`src/rtl/agc_pkg.sv`:
```
// Shared state encoding, default widths and arithmetic helpers for the AGC controller.
package agc_pkg;

    localparam int unsigned DEF_NLANE    = 8;
    localparam int unsigned DEF_ABS_BITS = 4;
    localparam int unsigned DEF_WIN_BITS = 24;
    localparam int unsigned DEF_ACC_BITS = 40;
    localparam int unsigned DEF_SETTLE   = 6;

    localparam int unsigned SQ_BITS = 2 * DEF_ABS_BITS;
    localparam int unsigned CNT_W   = DEF_WIN_BITS + 4;

    typedef enum logic [2:0] {
        S_IDLE,
        S_RUN,
        S_DONE,
        S_APPLY,
        S_SETTLE
    } agc_state_t;

    // Unsigned add clamped to the all-ones value of a w-bit field (w <= 64).
    function automatic logic [63:0] sat_add(input logic [63:0] a,
                                            input logic [63:0] b,
                                            input int unsigned w);
        logic [64:0] sum;
        logic [64:0] lim;
        lim = (w >= 64) ? {1'b0, {64{1'b1}}} : ((65'd1 << w) - 65'd1);
        sum = {1'b0, a} + {1'b0, b};
        return (sum > lim) ? lim[63:0] : sum[63:0];
    endfunction

endpackage

```
`src/rtl/agc_ctrl_if.sv`:
```
// Host-side controls, DSP setting outputs and measurement results of the AGC controller.
interface agc_ctrl_if
    import agc_pkg::*;
#(
    parameter int unsigned NLANE    = DEF_NLANE,
    parameter int unsigned ABS_BITS = DEF_ABS_BITS,
    parameter int unsigned WIN_BITS = DEF_WIN_BITS,
    parameter int unsigned ACC_BITS = DEF_ACC_BITS
);
    logic [16:0]                scale_dat_i;
    logic                       scale_wr_i;
    logic [11:0]                offset_dat_i;
    logic                       offset_wr_i;
    logic                       apply_req_i;
    logic                       start_i;
    logic [WIN_BITS-1:0]        window_len_i;
    logic [NLANE*ABS_BITS-1:0]  abs_i;
    logic [NLANE-1:0]           gt_i;
    logic [NLANE-1:0]           lt_i;

    logic [16:0]                scale_o;
    logic [11:0]                offset_o;
    logic                       ce_scale_o;
    logic                       ce_offset_o;
    logic                       apply_o;
    logic                       busy_o;
    logic                       done_o;
    logic [ACC_BITS-1:0]        sq_sum_o;
    logic [WIN_BITS+3:0]        gt_cnt_o;
    logic [WIN_BITS+3:0]        lt_cnt_o;

    modport master (
        output scale_dat_i, scale_wr_i, offset_dat_i, offset_wr_i,
               apply_req_i, start_i, window_len_i, abs_i, gt_i, lt_i,
        input  scale_o, offset_o, ce_scale_o, ce_offset_o, apply_o,
               busy_o, done_o, sq_sum_o, gt_cnt_o, lt_cnt_o
    );

    modport slave (
        input  scale_dat_i, scale_wr_i, offset_dat_i, offset_wr_i,
               apply_req_i, start_i, window_len_i, abs_i, gt_i, lt_i,
        output scale_o, offset_o, ce_scale_o, ce_offset_o, apply_o,
               busy_o, done_o, sq_sum_o, gt_cnt_o, lt_cnt_o
    );

endinterface

```
`src/rtl/agc_sq_tree.sv`:
```
// Sum of squared lane magnitudes across all lanes, registered once (1-clock latency).
module agc_sq_tree
    import agc_pkg::*;
#(
    parameter int unsigned NLANE    = DEF_NLANE,
    parameter int unsigned ABS_BITS = DEF_ABS_BITS,
    localparam int unsigned SQ_W    = 2 * ABS_BITS,
    localparam int unsigned OUT_W   = SQ_W + $clog2(NLANE)
) (
    input  logic                      clk_i,
    input  logic                      rst_i,
    input  logic [NLANE*ABS_BITS-1:0] abs_i,
    output logic [OUT_W-1:0]          sum_o
);

    logic [OUT_W-1:0] sum_c;
    logic [SQ_W-1:0]  lane;

    // Operands are widened before squaring so the product never truncates.
    always_comb begin
        sum_c = '0;
        lane  = '0;
        for (int k = 0; k < int'(NLANE); k++) begin
            lane  = SQ_W'(abs_i[k*ABS_BITS +: ABS_BITS]);
            sum_c = sum_c + OUT_W'(lane * lane);
        end
    end

    always_ff @(posedge clk_i) begin
        if (rst_i) begin
            sum_o <= '0;
        end else begin
            sum_o <= sum_c;
        end
    end

endmodule

```
`src/rtl/agc_ctrl.sv`:
```
// AGC sequencer: stages scale/offset writes, gates the global apply between windows,
// and runs timed abs^2 / saturation-count measurement windows over all lanes.
module agc_ctrl
    import agc_pkg::*;
#(
    parameter int unsigned NLANE    = DEF_NLANE,
    parameter int unsigned ABS_BITS = DEF_ABS_BITS,
    parameter int unsigned WIN_BITS = DEF_WIN_BITS,
    parameter int unsigned ACC_BITS = DEF_ACC_BITS,
    parameter int unsigned SETTLE   = DEF_SETTLE
) (
    input  logic      clk_i,
    input  logic      rst_i,
    agc_ctrl_if.slave bus
);

    localparam int unsigned SQ_W     = 2 * ABS_BITS;
    localparam int unsigned TREE_W   = SQ_W + $clog2(NLANE);
    localparam int unsigned CNT_BITS = WIN_BITS + 4;
    localparam int unsigned PC_W     = $clog2(NLANE + 1);
    localparam int unsigned SET_W    = (SETTLE > 1) ? $clog2(SETTLE) : 1;

    agc_state_t          state;
    logic                apply_pend;
    logic                start_pend;
    logic                samp_v;
    logic [WIN_BITS-1:0] win_cnt;
    logic [WIN_BITS-1:0] win_len;
    logic [SET_W-1:0]    set_cnt;
    logic [ACC_BITS-1:0] acc;
    logic [CNT_BITS-1:0] gt_acc;
    logic [CNT_BITS-1:0] lt_acc;
    logic [TREE_W-1:0]   tree_sum;
    logic [PC_W-1:0]     gt_pc;
    logic [PC_W-1:0]     lt_pc;

    logic [ACC_BITS-1:0] acc_next_c;
    logic [CNT_BITS-1:0] gt_next_c;
    logic [CNT_BITS-1:0] lt_next_c;

    agc_sq_tree #(
        .NLANE    (NLANE),
        .ABS_BITS (ABS_BITS)
    ) u_sq_tree (
        .clk_i (clk_i),
        .rst_i (rst_i),
        .abs_i (bus.abs_i),
        .sum_o (tree_sum)
    );

    // Popcounts ride alongside the square tree so one valid flag covers both.
    always_ff @(posedge clk_i) begin
        if (rst_i) begin
            gt_pc  <= '0;
            lt_pc  <= '0;
            samp_v <= 1'b0;
        end else begin
            gt_pc  <= PC_W'($countones(bus.gt_i));
            lt_pc  <= PC_W'($countones(bus.lt_i));
            samp_v <= (state == S_RUN);
        end
    end

    always_comb begin
        acc_next_c = acc;
        gt_next_c  = gt_acc;
        lt_next_c  = lt_acc;
        if (samp_v) begin
            acc_next_c = ACC_BITS'(sat_add(64'(acc), 64'(tree_sum), ACC_BITS));
            gt_next_c  = gt_acc + CNT_BITS'(gt_pc);
            lt_next_c  = lt_acc + CNT_BITS'(lt_pc);
        end
    end

    // First-stage DSP register loads, independent of the sequencer state.
    always_ff @(posedge clk_i) begin
        if (rst_i) begin
            bus.scale_o     <= '0;
            bus.offset_o    <= '0;
            bus.ce_scale_o  <= 1'b0;
            bus.ce_offset_o <= 1'b0;
        end else begin
            bus.ce_scale_o  <= bus.scale_wr_i;
            bus.ce_offset_o <= bus.offset_wr_i;
            if (bus.scale_wr_i) begin
                bus.scale_o <= bus.scale_dat_i;
            end
            if (bus.offset_wr_i) begin
                bus.offset_o <= bus.offset_dat_i;
            end
        end
    end

    always_ff @(posedge clk_i) begin
        if (rst_i) begin
            state        <= S_IDLE;
            apply_pend   <= 1'b0;
            start_pend   <= 1'b0;
            win_cnt      <= '0;
            win_len      <= '0;
            set_cnt      <= '0;
            acc          <= '0;
            gt_acc       <= '0;
            lt_acc       <= '0;
            bus.apply_o  <= 1'b0;
            bus.busy_o   <= 1'b0;
            bus.done_o   <= 1'b0;
            bus.sq_sum_o <= '0;
            bus.gt_cnt_o <= '0;
            bus.lt_cnt_o <= '0;
        end else begin
            bus.apply_o <= 1'b0;
            bus.done_o  <= 1'b0;
            acc         <= acc_next_c;
            gt_acc      <= gt_next_c;
            lt_acc      <= lt_next_c;
            if (bus.apply_req_i) begin
                apply_pend <= 1'b1;
            end
            if (bus.start_i && (state != S_RUN)) begin
                start_pend <= 1'b1;
            end

            case (state)
                S_IDLE: begin
                    if (apply_pend) begin
                        state       <= S_APPLY;
                        bus.apply_o <= 1'b1;
                        bus.busy_o  <= 1'b1;
                    end else if (start_pend) begin
                        state      <= S_RUN;
                        bus.busy_o <= 1'b1;
                        start_pend <= bus.start_i;
                        win_cnt    <= '0;
                        win_len    <= (bus.window_len_i == '0) ? WIN_BITS'(1) : bus.window_len_i;
                        acc        <= '0;
                        gt_acc     <= '0;
                        lt_acc     <= '0;
                    end
                end
                S_RUN: begin
                    if (win_cnt == (win_len - WIN_BITS'(1))) begin
                        state <= S_DONE;
                    end else begin
                        win_cnt <= win_cnt + WIN_BITS'(1);
                    end
                end
                // Tree output of the last sample is folded in here, hence the _next_c totals.
                S_DONE: begin
                    state        <= S_IDLE;
                    bus.busy_o   <= 1'b0;
                    bus.done_o   <= 1'b1;
                    bus.sq_sum_o <= acc_next_c;
                    bus.gt_cnt_o <= gt_next_c;
                    bus.lt_cnt_o <= lt_next_c;
                end
                S_APPLY: begin
                    state      <= S_SETTLE;
                    set_cnt    <= '0;
                    apply_pend <= bus.apply_req_i;
                end
                S_SETTLE: begin
                    if (set_cnt == SET_W'(SETTLE - 1)) begin
                        state      <= S_IDLE;
                        bus.busy_o <= 1'b0;
                    end else begin
                        set_cnt <= set_cnt + SET_W'(1);
                    end
                end
                default: begin
                    state      <= S_IDLE;
                    bus.busy_o <= 1'b0;
                end
            endcase
        end
    end

endmodule

```
`src/flat_wrapper.sv`:
```
// flat-port wrapper written by rule: the top's interface ports become plain ports
module agc_ctrl_flat import agc_pkg::*;
#(
    parameter int unsigned NLANE    = DEF_NLANE,
    parameter int unsigned ABS_BITS = DEF_ABS_BITS,
    parameter int unsigned WIN_BITS = DEF_WIN_BITS,
    parameter int unsigned ACC_BITS = DEF_ACC_BITS,
    parameter int unsigned SETTLE   = DEF_SETTLE
)
  (clk_i, rst_i, bus_scale_dat_i, bus_scale_wr_i, bus_offset_dat_i, bus_offset_wr_i, bus_apply_req_i, bus_start_i, bus_window_len_i, bus_abs_i, bus_gt_i, bus_lt_i, bus_scale_o, bus_offset_o, bus_ce_scale_o, bus_ce_offset_o, bus_apply_o, bus_busy_o, bus_done_o, bus_sq_sum_o, bus_gt_cnt_o, bus_lt_cnt_o);
  agc_ctrl_if #(.NLANE(NLANE), .ABS_BITS(ABS_BITS), .WIN_BITS(WIN_BITS), .ACC_BITS(ACC_BITS)) bus_i ();
  input  logic clk_i;
  input  logic rst_i;
  input wire logic [$bits(bus_i.scale_dat_i)-1:0] bus_scale_dat_i;
  input wire logic [$bits(bus_i.scale_wr_i)-1:0] bus_scale_wr_i;
  input wire logic [$bits(bus_i.offset_dat_i)-1:0] bus_offset_dat_i;
  input wire logic [$bits(bus_i.offset_wr_i)-1:0] bus_offset_wr_i;
  input wire logic [$bits(bus_i.apply_req_i)-1:0] bus_apply_req_i;
  input wire logic [$bits(bus_i.start_i)-1:0] bus_start_i;
  input wire logic [$bits(bus_i.window_len_i)-1:0] bus_window_len_i;
  input wire logic [$bits(bus_i.abs_i)-1:0] bus_abs_i;
  input wire logic [$bits(bus_i.gt_i)-1:0] bus_gt_i;
  input wire logic [$bits(bus_i.lt_i)-1:0] bus_lt_i;
  output wire logic [$bits(bus_i.scale_o)-1:0] bus_scale_o;
  output wire logic [$bits(bus_i.offset_o)-1:0] bus_offset_o;
  output wire logic [$bits(bus_i.ce_scale_o)-1:0] bus_ce_scale_o;
  output wire logic [$bits(bus_i.ce_offset_o)-1:0] bus_ce_offset_o;
  output wire logic [$bits(bus_i.apply_o)-1:0] bus_apply_o;
  output wire logic [$bits(bus_i.busy_o)-1:0] bus_busy_o;
  output wire logic [$bits(bus_i.done_o)-1:0] bus_done_o;
  output wire logic [$bits(bus_i.sq_sum_o)-1:0] bus_sq_sum_o;
  output wire logic [$bits(bus_i.gt_cnt_o)-1:0] bus_gt_cnt_o;
  output wire logic [$bits(bus_i.lt_cnt_o)-1:0] bus_lt_cnt_o;
  assign bus_i.scale_dat_i = bus_scale_dat_i;
  assign bus_i.scale_wr_i = bus_scale_wr_i;
  assign bus_i.offset_dat_i = bus_offset_dat_i;
  assign bus_i.offset_wr_i = bus_offset_wr_i;
  assign bus_i.apply_req_i = bus_apply_req_i;
  assign bus_i.start_i = bus_start_i;
  assign bus_i.window_len_i = bus_window_len_i;
  assign bus_i.abs_i = bus_abs_i;
  assign bus_i.gt_i = bus_gt_i;
  assign bus_i.lt_i = bus_lt_i;
  assign bus_scale_o = bus_i.scale_o;
  assign bus_offset_o = bus_i.offset_o;
  assign bus_ce_scale_o = bus_i.ce_scale_o;
  assign bus_ce_offset_o = bus_i.ce_offset_o;
  assign bus_apply_o = bus_i.apply_o;
  assign bus_busy_o = bus_i.busy_o;
  assign bus_done_o = bus_i.done_o;
  assign bus_sq_sum_o = bus_i.sq_sum_o;
  assign bus_gt_cnt_o = bus_i.gt_cnt_o;
  assign bus_lt_cnt_o = bus_i.lt_cnt_o;
  agc_ctrl #(.NLANE(NLANE), .ABS_BITS(ABS_BITS), .WIN_BITS(WIN_BITS), .ACC_BITS(ACC_BITS), .SETTLE(SETTLE)) u_core (.clk_i(clk_i), .rst_i(rst_i), .bus(bus_i));
endmodule
```
`config.mk`:
```
export PLATFORM = sky130hd
export DESIGN_NAME = agc_ctrl_flat
export DESIGN_NICKNAME = d
export VERILOG_FILES = /design/src/rtl/agc_pkg.sv /design/src/rtl/agc_ctrl_if.sv /design/src/rtl/agc_sq_tree.sv /design/src/rtl/agc_ctrl.sv /design/src/flat_wrapper.sv
export SDC_FILE = /design/constraint.sdc
export NUM_CORES = 1
export LEC_CHECK = 0
export BUFFER_PORTS_ARGS = -buffer_cell sky130_fd_sc_hd__buf_2
export CAP_MARGIN = 20
export CORE_MARGIN = 2
export CORE_UTILIZATION = 50
export CTS_CLUSTER_SIZE = 28
export DETAILED_ROUTE_END_ITERATION = 12
export HOLD_SLACK_MARGIN = 0.1
export PLACE_DENSITY_LB_ADDON = 0.08
export SLEW_MARGIN = 20
export SYNTH_ARGS = -nofsm -noshare
export SYNTH_HDL_FRONTEND = slang
export SYNTH_SLANG_ARGS = --single-unit
```
`constraint.sdc`:
```
create_clock -name clk_i -period 12.7 [get_ports clk_i]
set_input_delay 2.54 -clock clk_i [delete_from_list [all_inputs] [get_ports clk_i]]
set_output_delay 2.54 -clock clk_i [all_outputs]
set_load 0.05 [all_outputs]
```
## Word level (Yosys, flattened, before mapping)

Cells that the tools add are included.

| cells by class | value |
|---|---|
| add/sub/neg operators | 27 |
| multipliers | 8 |
| magnitude comparators | 1 |
| eq/ne operators | 14 |
| multiplexer cells | 37 |
| bitwise gates (word level) | 3 |
| reduce and logical (&&, ||, !) cells | 13 |

Operator list:

| operator | count |
|---|---|
| 28-bit two-way mux | 8 |
| 40-bit two-way mux | 5 |
| 24-bit two-way mux | 4 |
| 4-bit by 4-bit multiplier with 8-bit output | 8 |
| 28-bit by 4-bit adder with 28-bit output | 2 |
| 24-bit case mux with 2 select lines | 1 |
| 11-bit by 8-bit adder with 11-bit output | 4 |
| 40-bit by 11-bit adder with 41-bit output | 1 |
| 41-bit by 40-bit > comparator with 1-bit output, second input constant | 1 |
| 24-bit by 1-bit adder with 24-bit output, second input constant | 1 |
| 4-bit adder | 6 |
| 24-bit equality test | 1 |
| 24-bit zero test | 1 |
| 24-bit by 1-bit subtractor with 24-bit output, second input constant | 1 |
| 1-bit by 1-bit adder with 2-bit output | 8 |
| 3-bit two-way mux | 5 |
| 3-bit case mux with 4 select lines | 1 |
| 10-bit by 8-bit adder with 11-bit output | 1 |
| 1-bit two-way mux | 11 |
| 9-bit by 8-bit adder with 10-bit output | 1 |
| 8-bit by 8-bit adder with 9-bit output | 1 |
| 3-bit AND reduction | 3 |
| 2-bit inequality test, second input constant | 4 |
| 3-bit by 2-bit equality test with 1-bit output, second input constant | 2 |
| other kinds (14) | 22 |

| word-level totals | value |
|---|---|
| register bits | 302 |
| input port bits | 107 |
| logic and storage cells | 126 |

## Depth between registers and ports, before layout

Gate-level depths: netlist (run 1).

| depth | value |
|---|---|
| depth in word-level cells | 8 |
| gate-level depth with buffers | 26 |

## Cells and area by module

A second synthesis (run 1) with hierarchy kept.

| second synthesis, totals | value |
|---|---|
| cell total of the unflattened synthesis | 1930 |
| area, all modules | 17215.3 µm² |

Modules (own cells, without submodules):

| module | instances | cells an instance | area each (µm²) | seq. area each (µm²) |
|---|---|---|---|---|
| agc_ctrl | 1 | 1523 | 13282.7 | 5825.6 |
| agc_sq_tree | 1 | 407 | 3932.5 | 220.2 |

## Worst setup path after synthesis (run 1)

No wires, ideal clock.

| timing path | value |
|---|---|
| kind | input to register |
| from | input bus_abs_i[4] |
| to | register u_core.u_sq_tree.sum_o[10] |
| data arrival time | 8.398 ns |
| required time | 12.572 ns |
| slack | 4.174 ns |
| stages | 22 |
| path buffers | 0 |
| cells stage by stage | and2_1 -> ha_1 -> a31o_2 -> fa_1 -> fa_1 -> fa_1 -> fa_1 -> fa_1 -> fa_1 -> inv_1 -> fa_1 -> inv_1 -> ha_1 -> nor2b_1 -> o21ai_0 -> a21boi_0 -> o21ai_0 -> nand2b_1 -> a21o_1 -> a21oi_1 -> xor2_1 -> nor2_1 |

| on the way | value |
|---|---|
| longest elaborated chain between the ends | 8 |

Ends and longest elaborated chain:

| what | RTL line | RTL |
|---|---|---|
| start: declaration | flat_wrapper.sv:21 | `input wire logic [$bits(bus_i.abs_i)-1:0] bus_abs_i;` |
| 4-bit by 4-bit multiplier with 8-bit output | agc_sq_tree.sv:25 | `sum_c = sum_c + OUT_W'(lane * lane);` |
| 8-bit by 8-bit adder with 9-bit output | agc_sq_tree.sv:25 |  |
| 9-bit by 8-bit adder with 10-bit output | agc_sq_tree.sv:25 |  |
| 10-bit by 8-bit adder with 11-bit output | agc_sq_tree.sv:25 |  |
| 11-bit by 8-bit adder with 11-bit output (4 in a row) | agc_sq_tree.sv:25 |  |
| end signal: assignment | agc_sq_tree.sv:33 | `sum_o <= sum_c;` |
| end: declaration | agc_sq_tree.sv:13 | `output logic [OUT_W-1:0] sum_o` |

No other way between the ends.
A chain may end at the register's enable or synchronous reset.

## Worst setup path after layout (run 1)

Ends and elaborated chain as after synthesis.

==> results of run 1 <==
cells in the final DEF (no fill, tap or decap), types with 19 or more instances in the layout:
cell                        instances
sky130_fd_sc_hd__dfxtp_1          301
sky130_fd_sc_hd__nor2b_1           39
sky130_fd_sc_hd__xor2_1            55
sky130_fd_sc_hd__inv_1            143
sky130_fd_sc_hd__clkbuf_16         35
sky130_fd_sc_hd__nor3_1            21
sky130_fd_sc_hd__a211oi_1          69
sky130_fd_sc_hd__nor2_1           279
sky130_fd_sc_hd__and2_1            39
sky130_fd_sc_hd__o22ai_1           19
sky130_fd_sc_hd__and3_1            29
sky130_fd_sc_hd__a21o_1            24
sky130_fd_sc_hd__nand2_1          111
sky130_fd_sc_hd__buf_2            235
sky130_fd_sc_hd__fa_1              90
sky130_fd_sc_hd__xnor2_1           59
sky130_fd_sc_hd__a22o_1            20
sky130_fd_sc_hd__nand4_1           27
sky130_fd_sc_hd__ha_1             102
sky130_fd_sc_hd__mux2i_1           46
sky130_fd_sc_hd__a21oi_1           64
sky130_fd_sc_hd__nand3_1           49
sky130_fd_sc_hd__o21ai_0           39
critical path: stages:
cell	delay (ns)
sky130_fd_sc_hd__buf_2	0.12
sky130_fd_sc_hd__and2_1	0.17
sky130_fd_sc_hd__ha_1	0.32
sky130_fd_sc_hd__a31o_2	0.27
sky130_fd_sc_hd__fa_1	0.55
sky130_fd_sc_hd__fa_1	0.44
sky130_fd_sc_hd__fa_1	0.55
sky130_fd_sc_hd__fa_1	0.55
sky130_fd_sc_hd__fa_1	0.53
sky130_fd_sc_hd__fa_1	0.54
sky130_fd_sc_hd__inv_1	0.06
sky130_fd_sc_hd__fa_1	0.53
sky130_fd_sc_hd__inv_1	0.04
sky130_fd_sc_hd__ha_1	0.31
sky130_fd_sc_hd__nor2b_1	0.15
sky130_fd_sc_hd__o21ai_0	0.20
sky130_fd_sc_hd__a21boi_0	0.14
sky130_fd_sc_hd__o21ai_0	0.17
sky130_fd_sc_hd__nand2b_1	0.10
sky130_fd_sc_hd__a21o_1	0.19
sky130_fd_sc_hd__a21oi_1	0.17
sky130_fd_sc_hd__xor2_1	0.16
sky130_fd_sc_hd__nor2_1	0.05
metal layers:
metal	track usage (%)	up-vias	wire length, microns
met5	0	-	0
met4	5.159	0	645
met3	4.371	46	2095
met2	36.69	284	17450
met1	29.20	6175	17810
li1	-	6725	-
area by class of cell:
class                           instances  share of cell area, %
Multi-Input combinational cell       1332                  50.99
Sequential cell                       302                  31.22
Timing Repair Buffer                  245                  6.499
Clock buffer                           46                  5.149
Tap cell                              448                  2.894
Inverter                              143                  2.772
Clock inverter                          8                 0.4781
cell families after synthesis:
family          synth area share (%)
compound gates                 11.87
xor+xnor                       5.941
fa+ha+maj                      18.32
buf+inv                        5.338
flops                          35.98
mux                            2.874
simple gates                   19.69
through the flow:
stage	hold WS (ns)	std cells
detailed placement	0.4464	2470
finish	0.4528	2524
CTS	0.4584	2524
floorplan	0.4567	1863
global route	0.4734	2524
global placement	0.4409	2470
final timing paths:
kind / startpoint / endpoint / slack [ns] / cells after the start
setup / recovery: bus_abs_i[4] / u_core.u_sq_tree.sum_o[10] / 4.22 / 23
hold / removal: u_core.bus.sq_sum_o[1] / u_core.bus.sq_sum_o[1] / 0.45 / 2
setup reg to reg: u_core.win_len[0] / u_core.win_cnt[5] / 8.60 / 11
hold reg to reg: u_core.bus.sq_sum_o[1] / u_core.bus.sq_sum_o[1] / 0.45 / 2
power by group:
group	switching, W	total [W]	internal, W
clock network	0.000388	0.000960	0.000572
registers	0.0000345	0.00105	0.00102
logic	0.00106	0.00187	0.000813
synthesized netlist by cell type, types with 3 or more instances:
cell	n	area share, %
sky130_fd_sc_hd__or4_1	7	0.31
sky130_fd_sc_hd__a41o_1	5	0.30
sky130_fd_sc_hd__a22o_1	20	1.0
sky130_fd_sc_hd__nand4_1	27	1.0
sky130_fd_sc_hd__xor2_1	55	2.9
sky130_fd_sc_hd__o211ai_1	7	0.31
sky130_fd_sc_hd__and4_1	9	0.47
sky130_fd_sc_hd__nand2b_1	5	0.19
sky130_fd_sc_hd__o21ai_1	4	0.12
sky130_fd_sc_hd__o22ai_1	19	0.71
sky130_fd_sc_hd__nor3_1	21	0.63
sky130_fd_sc_hd__nor4_1	15	0.56
sky130_fd_sc_hd__nor2b_1	39	1.5
sky130_fd_sc_hd__or3_1	15	0.56
sky130_fd_sc_hd__nor2_1	281	6.3
sky130_fd_sc_hd__buf_2	3	0.089
sky130_fd_sc_hd__a21oi_2	3	0.16
sky130_fd_sc_hd__o21ai_2	4	0.21
sky130_fd_sc_hd__nand3_1	49	1.5
sky130_fd_sc_hd__mux2i_1	46	2.7
sky130_fd_sc_hd__nor3b_1	8	0.36
sky130_fd_sc_hd__dfxtp_1	302	36
sky130_fd_sc_hd__buf_6	3	0.20
sky130_fd_sc_hd__buf_1	7	0.16
sky130_fd_sc_hd__a21o_1	24	1.1
sky130_fd_sc_hd__nand3b_1	9	0.40
sky130_fd_sc_hd__nand2_1	111	2.5
sky130_fd_sc_hd__o21bai_1	3	0.13
sky130_fd_sc_hd__a211oi_1	69	3.1
sky130_fd_sc_hd__or2_2	7	0.26
sky130_fd_sc_hd__fa_1	90	11
sky130_fd_sc_hd__ha_1	102	7.6
sky130_fd_sc_hd__inv_1	143	3.2
sky130_fd_sc_hd__or4_4	3	0.20
sky130_fd_sc_hd__a31oi_1	5	0.19
sky130_fd_sc_hd__and2_1	39	1.5
sky130_fd_sc_hd__xnor2_1	59	3.1
sky130_fd_sc_hd__o21ai_0	39	1.2
sky130_fd_sc_hd__a21oi_1	64	1.9
sky130_fd_sc_hd__o21a_1	9	0.40
sky130_fd_sc_hd__and3_1	29	1.1
sky130_fd_sc_hd__a31o_2	7	0.36
sky130_fd_sc_hd__clkbuf_1	72	1.6
sequential cells by signal, indices dropped and copies added (netlist names), 4 cells and up:
name / cells
u_core.bus.scale_o: 17
u_core.lt_pc: 4
u_core.bus.lt_cnt_o: 28
u_core.gt_acc: 28
u_core.win_len: 24
u_core.bus.gt_cnt_o: 28
u_core.bus.offset_o: 12
u_core.win_cnt: 24
u_core.bus.sq_sum_o: 40
u_core.gt_pc: 4
u_core.acc: 40
u_core.u_sq_tree.sum_o: 11
u_core.lt_acc: 28
==> impl_summary.log, run 1 <==
INFO  metric routed_length_per_instance = ~15 microns
INFO  metric synthesis.yosys.warnings = 0
INFO  metric layout-drive-gt1-share = around 16%
INFO  metric routed_wire_length = 38000 microns
INFO  metric clock-sinks = just over 300
INFO  metric static-leakage-power = 8.731 nW
INFO  metric setup_viol = 0
INFO  metric tritoncts_clock_tree = yes
INFO  metric cts_buffers = 35
INFO  metric grt.total_usage = 21.91%
INFO  metric drt_pre_antenna_iters = 5
INFO  metric required = around 13 ns
INFO  metric clock_insertion_delay_worst_skew = 0.52 ns
INFO  metric timing.critical_path.arrival = 8.85 ns
INFO  metric fp.coreArea = 33280 sq um
INFO  metric cts_resized = 0
INFO  metric path_class = in -> reg
INFO  metric clock_tree.htree_level_count = 2
INFO  metric outcome = finished, final reports clean
INFO  metric cts_buffer_depth = 3
INFO  metric post_cts_hold_buffer_count = 0
INFO  metric power_density_over_cell_area = around 200 nW/um^2
INFO  metric area.sequential = 6047 sq um
INFO  metric placement.io_buffers = roughly 240
INFO  metric slew_of_the_pin_with_the_lowest_slew_margin = 1.047 ns
INFO  metric ant_nets = 0
INFO  metric synth_ff_type = sky130_fd_sc_hd__dfxtp_1
INFO  metric num-nets-final = around 2400
INFO  metric finalMaxSlewViolations = 0
INFO  metric layout_worst_path_cycle_share = 66.78%
INFO  metric ys_async_sr_fraction = 0%
INFO  metric final.setup.tns = 0 ns
INFO  metric rsz0062_at_grt = no
INFO  metric synth.yosys.seq_area_share = 35.98%
INFO  metric synthesis.nets = between 2000 and 2500
INFO  metric diodes = 0
INFO  metric detailedPlace.worstSlack = roughly 3.7 ns
INFO  metric multiInputGateArea = slightly below 10000 sq um
INFO  metric path_max_fanout = 4
INFO  metric drv_cap = 0
INFO  metric first_global_vias = 13260
INFO  metric gate_count_after_technology_mapping = 1863
INFO  metric final_critical_path_setup_slack = 4.219 ns
INFO  metric p_total = 0.003886 W
INFO  metric number_of_primary_i_o_pins = around 240
INFO  metric initial_util = around half
INFO  metric chipWidth = around 190 microns
INFO  metric grt_max_degree = between 100 and 150
INFO  metric synth_cell_type_count = 62
INFO  metric min_period = between 8 and 9 ns
INFO  metric worst_setup_path_end_kind = flop
INFO  metric fmax = ~120 MHz
INFO  metric root_buffer = sky130_fd_sc_hd__clkbuf_16
INFO  metric detailedRoute.firstIterationViolations = 490
INFO  metric report.final.hold_viol_count = 0
INFO  metric synth.avg_cell_area = about 9 sq um
INFO  metric final_core_utilization = between 50% and 60%
INFO  metric antenna_found_initial = 0
INFO  metric reg_clk_slew_reported_paths = roughly 0.060 ns
INFO  metric dp_hpwl = ~28000 microns
INFO  metric hp_class = reg -> reg
INFO  metric gr-total-overflow = 0
INFO  metric post_dp_cell_area = approximately 18000 sq um
INFO  metric design_area = 19370 sq um
INFO  metric fp-row-count = 67
INFO  metric die_area = 35090 sq um
INFO  metric final.fill_count = 3048
INFO  metric dr_total_vias = between 10000 and 15000
INFO  metric synth.ff_latch_count = roughly 300
INFO  metric synth_edf_count = 0
INFO  metric grt_pass1_wl = between 60000 and 70000 microns
INFO  metric cts_setup_buffers = 0
INFO  metric timing.max_slew.rel_slack = between 30 and 40%
INFO  metric gp_congestion = around 0.86
INFO  metric routed_via_density = between 5 and 6
INFO  metric ir_worst_vdd = between 0.0003 and 0.0004 V
INFO  metric syn-cell-area = ~17000 sq um
INFO  metric area.growth.synth_to_final = 15.25%
INFO  metric die_h = 187.3 microns
INFO  metric cp-start-kind = input pin
INFO  metric final.setup_skew = 0.01685 ns
INFO  metric drc = 0
No activity file was read; power rests on OpenSTA's default activity.
==> run 2, diff against run 1 <==
ABC_AREA = 1   (was default)
clock period = 7.25 ns   (was 12.7 ns; I/O delays follow)
==> run 2 against run 1 <==
Against the previous run:
- sequential share of layout area fell by 3.3 points
- design area rose by 12%
- routed wire length rose by 27%
- clock power rose by 79%
- critical path depth rose by 3
- critical path type unchanged
- critical endpoint unchanged
- highest routed layer unchanged
==> impl_summary.log, run 2 <==
INFO  metric path_max_fanout = 2
INFO  metric final.setup_skew = 0.03976 ns
INFO  metric diodes = 0
INFO  metric place_inst = 3163
INFO  metric number_of_primary_i_o_pins = about 240
INFO  metric required = 7.70 ns
INFO  metric fp.coreArea = approximately 37000 sq um
INFO  metric initial_util = 50.93%
INFO  metric worst_r2r_path_depth = 16
INFO  metric placement.io_buffers = roughly 240
INFO  metric fmax = 145.2 MHz
INFO  metric worst_setup_path_end_kind = flop
INFO  metric timing.critical_path.arrival = approximately 7.3 ns
INFO  metric gr-usage-met1 = a little over a third
INFO  metric reg_to_reg_critical_path_startpoint = u_core.acc[0]
INFO  metric cts_buffers = 34
INFO  metric synth.area.top_cells = sky130_fd_sc_hd__dfxtp_1 32%, sky130_fd_sc_hd__fa_1 9.6%, sky130_fd_sc_hd__inv_1 8.3%
INFO  metric worstHoldStart = u_core.bus.gt_cnt_o[3]
INFO  metric area.growth.synth_to_final = 15.58%
INFO  metric clock_insertion_delay_worst_skew = 0.55 ns
INFO  metric synthTopCellsByCount = 413 x sky130_fd_sc_hd__inv_1, 398 x sky130_fd_sc_hd__nand2_1, 302 x sky130_fd_sc_hd__dfxtp_1
INFO  metric gate_count_after_technology_mapping = 2506
INFO  metric layout_worst_path_cycle_share = 95.00%
INFO  metric die_h = 197.6 microns
INFO  metric routed_length_per_instance = 14.90 microns
INFO  metric static-leakage-power = 10.28 nW
INFO  metric dr_total_vias = about 17000
INFO  metric hp_class = reg -> reg
INFO  metric groute.layer.met2.usage = 41.80%
INFO  metric layout-drive-gt1-share = between 10% and 20%
INFO  metric synth.yosys.seq_area_share = about a third
INFO  metric synthesis.nets = around 2800
INFO  metric ir_worst_vdd = between 0.0005 and 0.0006 V
INFO  metric clock_tree.htree_level_count = 2
INFO  metric synth.ff_latch_count = just over 300
INFO  metric ant_nets = 0
INFO  metric fp-row-count = 70
INFO  metric synthesis.yosys.warnings = 0
INFO  metric regToRegEndpoint = u_core.bus.sq_sum_o[13]
INFO  metric grt_pass1_wl = just over 80000 microns
INFO  metric grt.total_usage = between 20% and 30%
INFO  metric grt_max_degree = 191
INFO  metric slew_of_the_pin_with_the_lowest_slew_margin = approximately 1.1 ns
INFO  metric final_critical_path_setup_slack = approximately 0.36 ns
INFO  metric cp-start-kind = input pin
INFO  metric synth_top_area_cell = sky130_fd_sc_hd__dfxtp_1
INFO  metric reg2reg_slack = roughly 3.7 ns
INFO  metric synth_ff_type = sky130_fd_sc_hd__dfxtp_1
INFO  metric min_period = ~6.9 ns
INFO  metric gp_congestion = around 0.9
INFO  metric synth_cell_type_count = 51
INFO  metric rsz0062_at_grt = no
INFO  metric chipWidth = 197.6 microns
INFO  metric gr-total-overflow = 0
INFO  metric yosysMostFrequentCell = sky130_fd_sc_hd__inv_1
INFO  metric p_total = 0.007531 W
INFO  metric root_buffer = sky130_fd_sc_hd__clkbuf_16
INFO  metric clock-sinks = 302
INFO  metric drc = 0
INFO  metric routed_wire_length = around 48000 microns
INFO  metric detailedRoute.firstIterationViolations = just over 900
INFO  metric timing.max_slew.rel_slack = slightly below 30%
INFO  metric num-nets-final = 3034
INFO  metric path_class = in -> reg
INFO  metric finalMaxSlewViolations = 0
INFO  metric routed_via_density = 5.121
INFO  metric drt_pre_antenna_iters = 6
INFO  metric synth_edf_count = 0
INFO  metric drv_cap = 0
INFO  metric biggestRegsByFlops = u_core.acc (40), u_core.bus.sq_sum_o (40)
INFO  metric final_core_utilization = between 50% and 60%
INFO  metric outcome = finished, final reports clean
INFO  metric most-common-layout-cells = 412 x sky130_fd_sc_hd__inv_1, 395 x sky130_fd_sc_hd__nand2_1, 301 x sky130_fd_sc_hd__dfxtp_1
INFO  metric hold_path_end = u_core.bus.gt_cnt_o[3]
INFO  metric detailedPlace.worstSlack = -0.4197 ns
INFO  metric grt_most_used_layer = met2
INFO  metric antenna_found_initial = 0
INFO  metric die_area = roughly 39000 sq um
INFO  metric tritoncts_clock_tree = yes
INFO  metric cts_buffer_depth = 3
INFO  metric dp_hpwl = roughly 36000 microns
INFO  metric first_global_vias = 16200
INFO  metric ys_async_sr_fraction = 0%
INFO  metric setup_viol = 0
INFO  metric syn-cell-area = about 19000 sq um
INFO  metric grt_use_met3 = 3.824%
INFO  metric final_cells = about 3200
INFO  metric power_density_over_cell_area = 347.8 nW/um^2
INFO  metric mostFrequentLayoutCell = sky130_fd_sc_hd__inv_1
INFO  metric synth_top_cell_area_share = roughly a third
INFO  metric reg_clk_slew_reported_paths = ~0.060 ns
INFO  metric report.final.hold_viol_count = 0
INFO  metric hold-path-cell-count = 2
INFO  metric synth.avg_cell_area = around 7.5 sq um
run 2: cell count changes after synthesis, moves of 28 or more:
cell / change
sky130_fd_sc_hd__o21ai_0: +116
sky130_fd_sc_hd__a21oi_1: +37
sky130_fd_sc_hd__inv_1: +270
sky130_fd_sc_hd__nand2_1: +287
sky130_fd_sc_hd__a211oi_1: -69
sky130_fd_sc_hd__and2_1: -39
sky130_fd_sc_hd__nand4_1: +36
sky130_fd_sc_hd__xor2_1: +29
sky130_fd_sc_hd__nor2b_1: -39
sky130_fd_sc_hd__nor3_1: +33
sky130_fd_sc_hd__and3_1: -28
sky130_fd_sc_hd__mux2i_1: -41
sky130_fd_sc_hd__o211ai_1: +36
sky130_fd_sc_hd__nand3_1: +80
run 2: stage by stage:
| stage | area, sq um | TNS, ns | hold WS (ns) |
|---|---|---|---|
| floorplan | 18740 | 0 | 0.4678 |
| global placement | 20480 | -1.108 | 0.4729 |
| detailed placement | 20480 | -1.187 | 0.4769 |
| CTS | 21590 | 0 | 0.4928 |
| global route | 21650 | 0 | 0.5177 |
| finish | 21650 | 0 | 0.4929 |
run 2: repair_timing:
action,in CTS,in global routing
gates resized for setup,0,14
setup buffers,1,2
endpoints found under the setup margin,1,4
pin swaps,1,13
hold buffers,0,0
run 2: report_power, final:
| part | internal (W) | total [W] | leakage [nW] | switching [W] |
|---|---|---|---|---|
| combinational | 0.00169 | 0.00393 | 7.27 | 0.00223 |
| clock | 0.00102 | 0.00172 | 0.546 | 0.000697 |
| sequential | 0.00180 | 0.00189 | 2.46 | 0.0000849 |
| total | 0.00452 | 0.00753 | 10.3 | 0.00301 |
run 2: critical path, cell delays in order:
cell and delay, ns:
sky130_fd_sc_hd__buf_2 0.13, sky130_fd_sc_hd__nand2_2 0.08, sky130_fd_sc_hd__inv_1 0.07, sky130_fd_sc_hd__ha_4 0.24, sky130_fd_sc_hd__xor2_1 0.17, sky130_fd_sc_hd__fa_1 0.48, sky130_fd_sc_hd__inv_1 0.05, sky130_fd_sc_hd__fa_1 0.55
sky130_fd_sc_hd__inv_1 0.06, sky130_fd_sc_hd__fa_1 0.54, sky130_fd_sc_hd__inv_1 0.05, sky130_fd_sc_hd__fa_2 0.44, sky130_fd_sc_hd__fa_2 0.58, sky130_fd_sc_hd__inv_1 0.05, sky130_fd_sc_hd__fa_1 0.52, sky130_fd_sc_hd__fa_2 0.48
sky130_fd_sc_hd__fa_2 0.37, sky130_fd_sc_hd__o21ai_2 0.12, sky130_fd_sc_hd__nand2_1 0.06, sky130_fd_sc_hd__nand2_1 0.07, sky130_fd_sc_hd__a21oi_1 0.06, sky130_fd_sc_hd__o21bai_1 0.19, sky130_fd_sc_hd__a21oi_1 0.10, sky130_fd_sc_hd__o21bai_1 0.19
sky130_fd_sc_hd__o21ai_1 0.08, sky130_fd_sc_hd__a21oi_1 0.15
run 2: cell type report:
class / count / area, sq um
Fill cell: 3543 / 15130
Multi-Input combinational cell: 1693 / 10780
Sequential cell: 302 / 6047
Inverter: 421 / 1583
Timing Repair Buffer: 283 / 1550
Clock buffer: 51 / 994.7
Tap cell: 468 / 585.6
Clock inverter: 9 / 110.1
run 2: cell families after synthesis:
kind of cell | Yosys count | share of synthesized area (%)
compound gates | 362 | 11.00
xor+xnor | 125 | 5.844
fa+ha+maj | 192 | 16.43
buf+inv | 511 | 10.43
flops | 302 | 32.27
mux | 5 | 0.2672
simple gates | 1009 | 23.75
run 2: routing by layer:
layer / up-vias / part of all wire (%)
li1: 8437 / -
met5: - / 0
met3: 49 / 4.6
met4: 0 / 1.7
met2: 320 / 46
met1: 7721 / 48
run 2: how the worst max path moves through the flow:
stage,from,end,slack (ns),cells past startpoint
6_report,bus_abs_i[4],u_core.u_sq_tree.sum_o[10],0.36,26
5_1_grt,bus_abs_i[24],u_core.u_sq_tree.sum_o[10],0.009,27
4_1_cts,bus_abs_i[4],u_core.u_sq_tree.sum_o[10],0.03,26
3_5_place_dp,bus_abs_i[4],u_core.u_sq_tree.sum_o[10],-0.42,26
3_3_place_gp,bus_abs_i[8],u_core.u_sq_tree.sum_o[10],-0.40,26
2_1_floorplan,bus_abs_i[4],u_core.u_sq_tree.sum_o[10],0.03,25
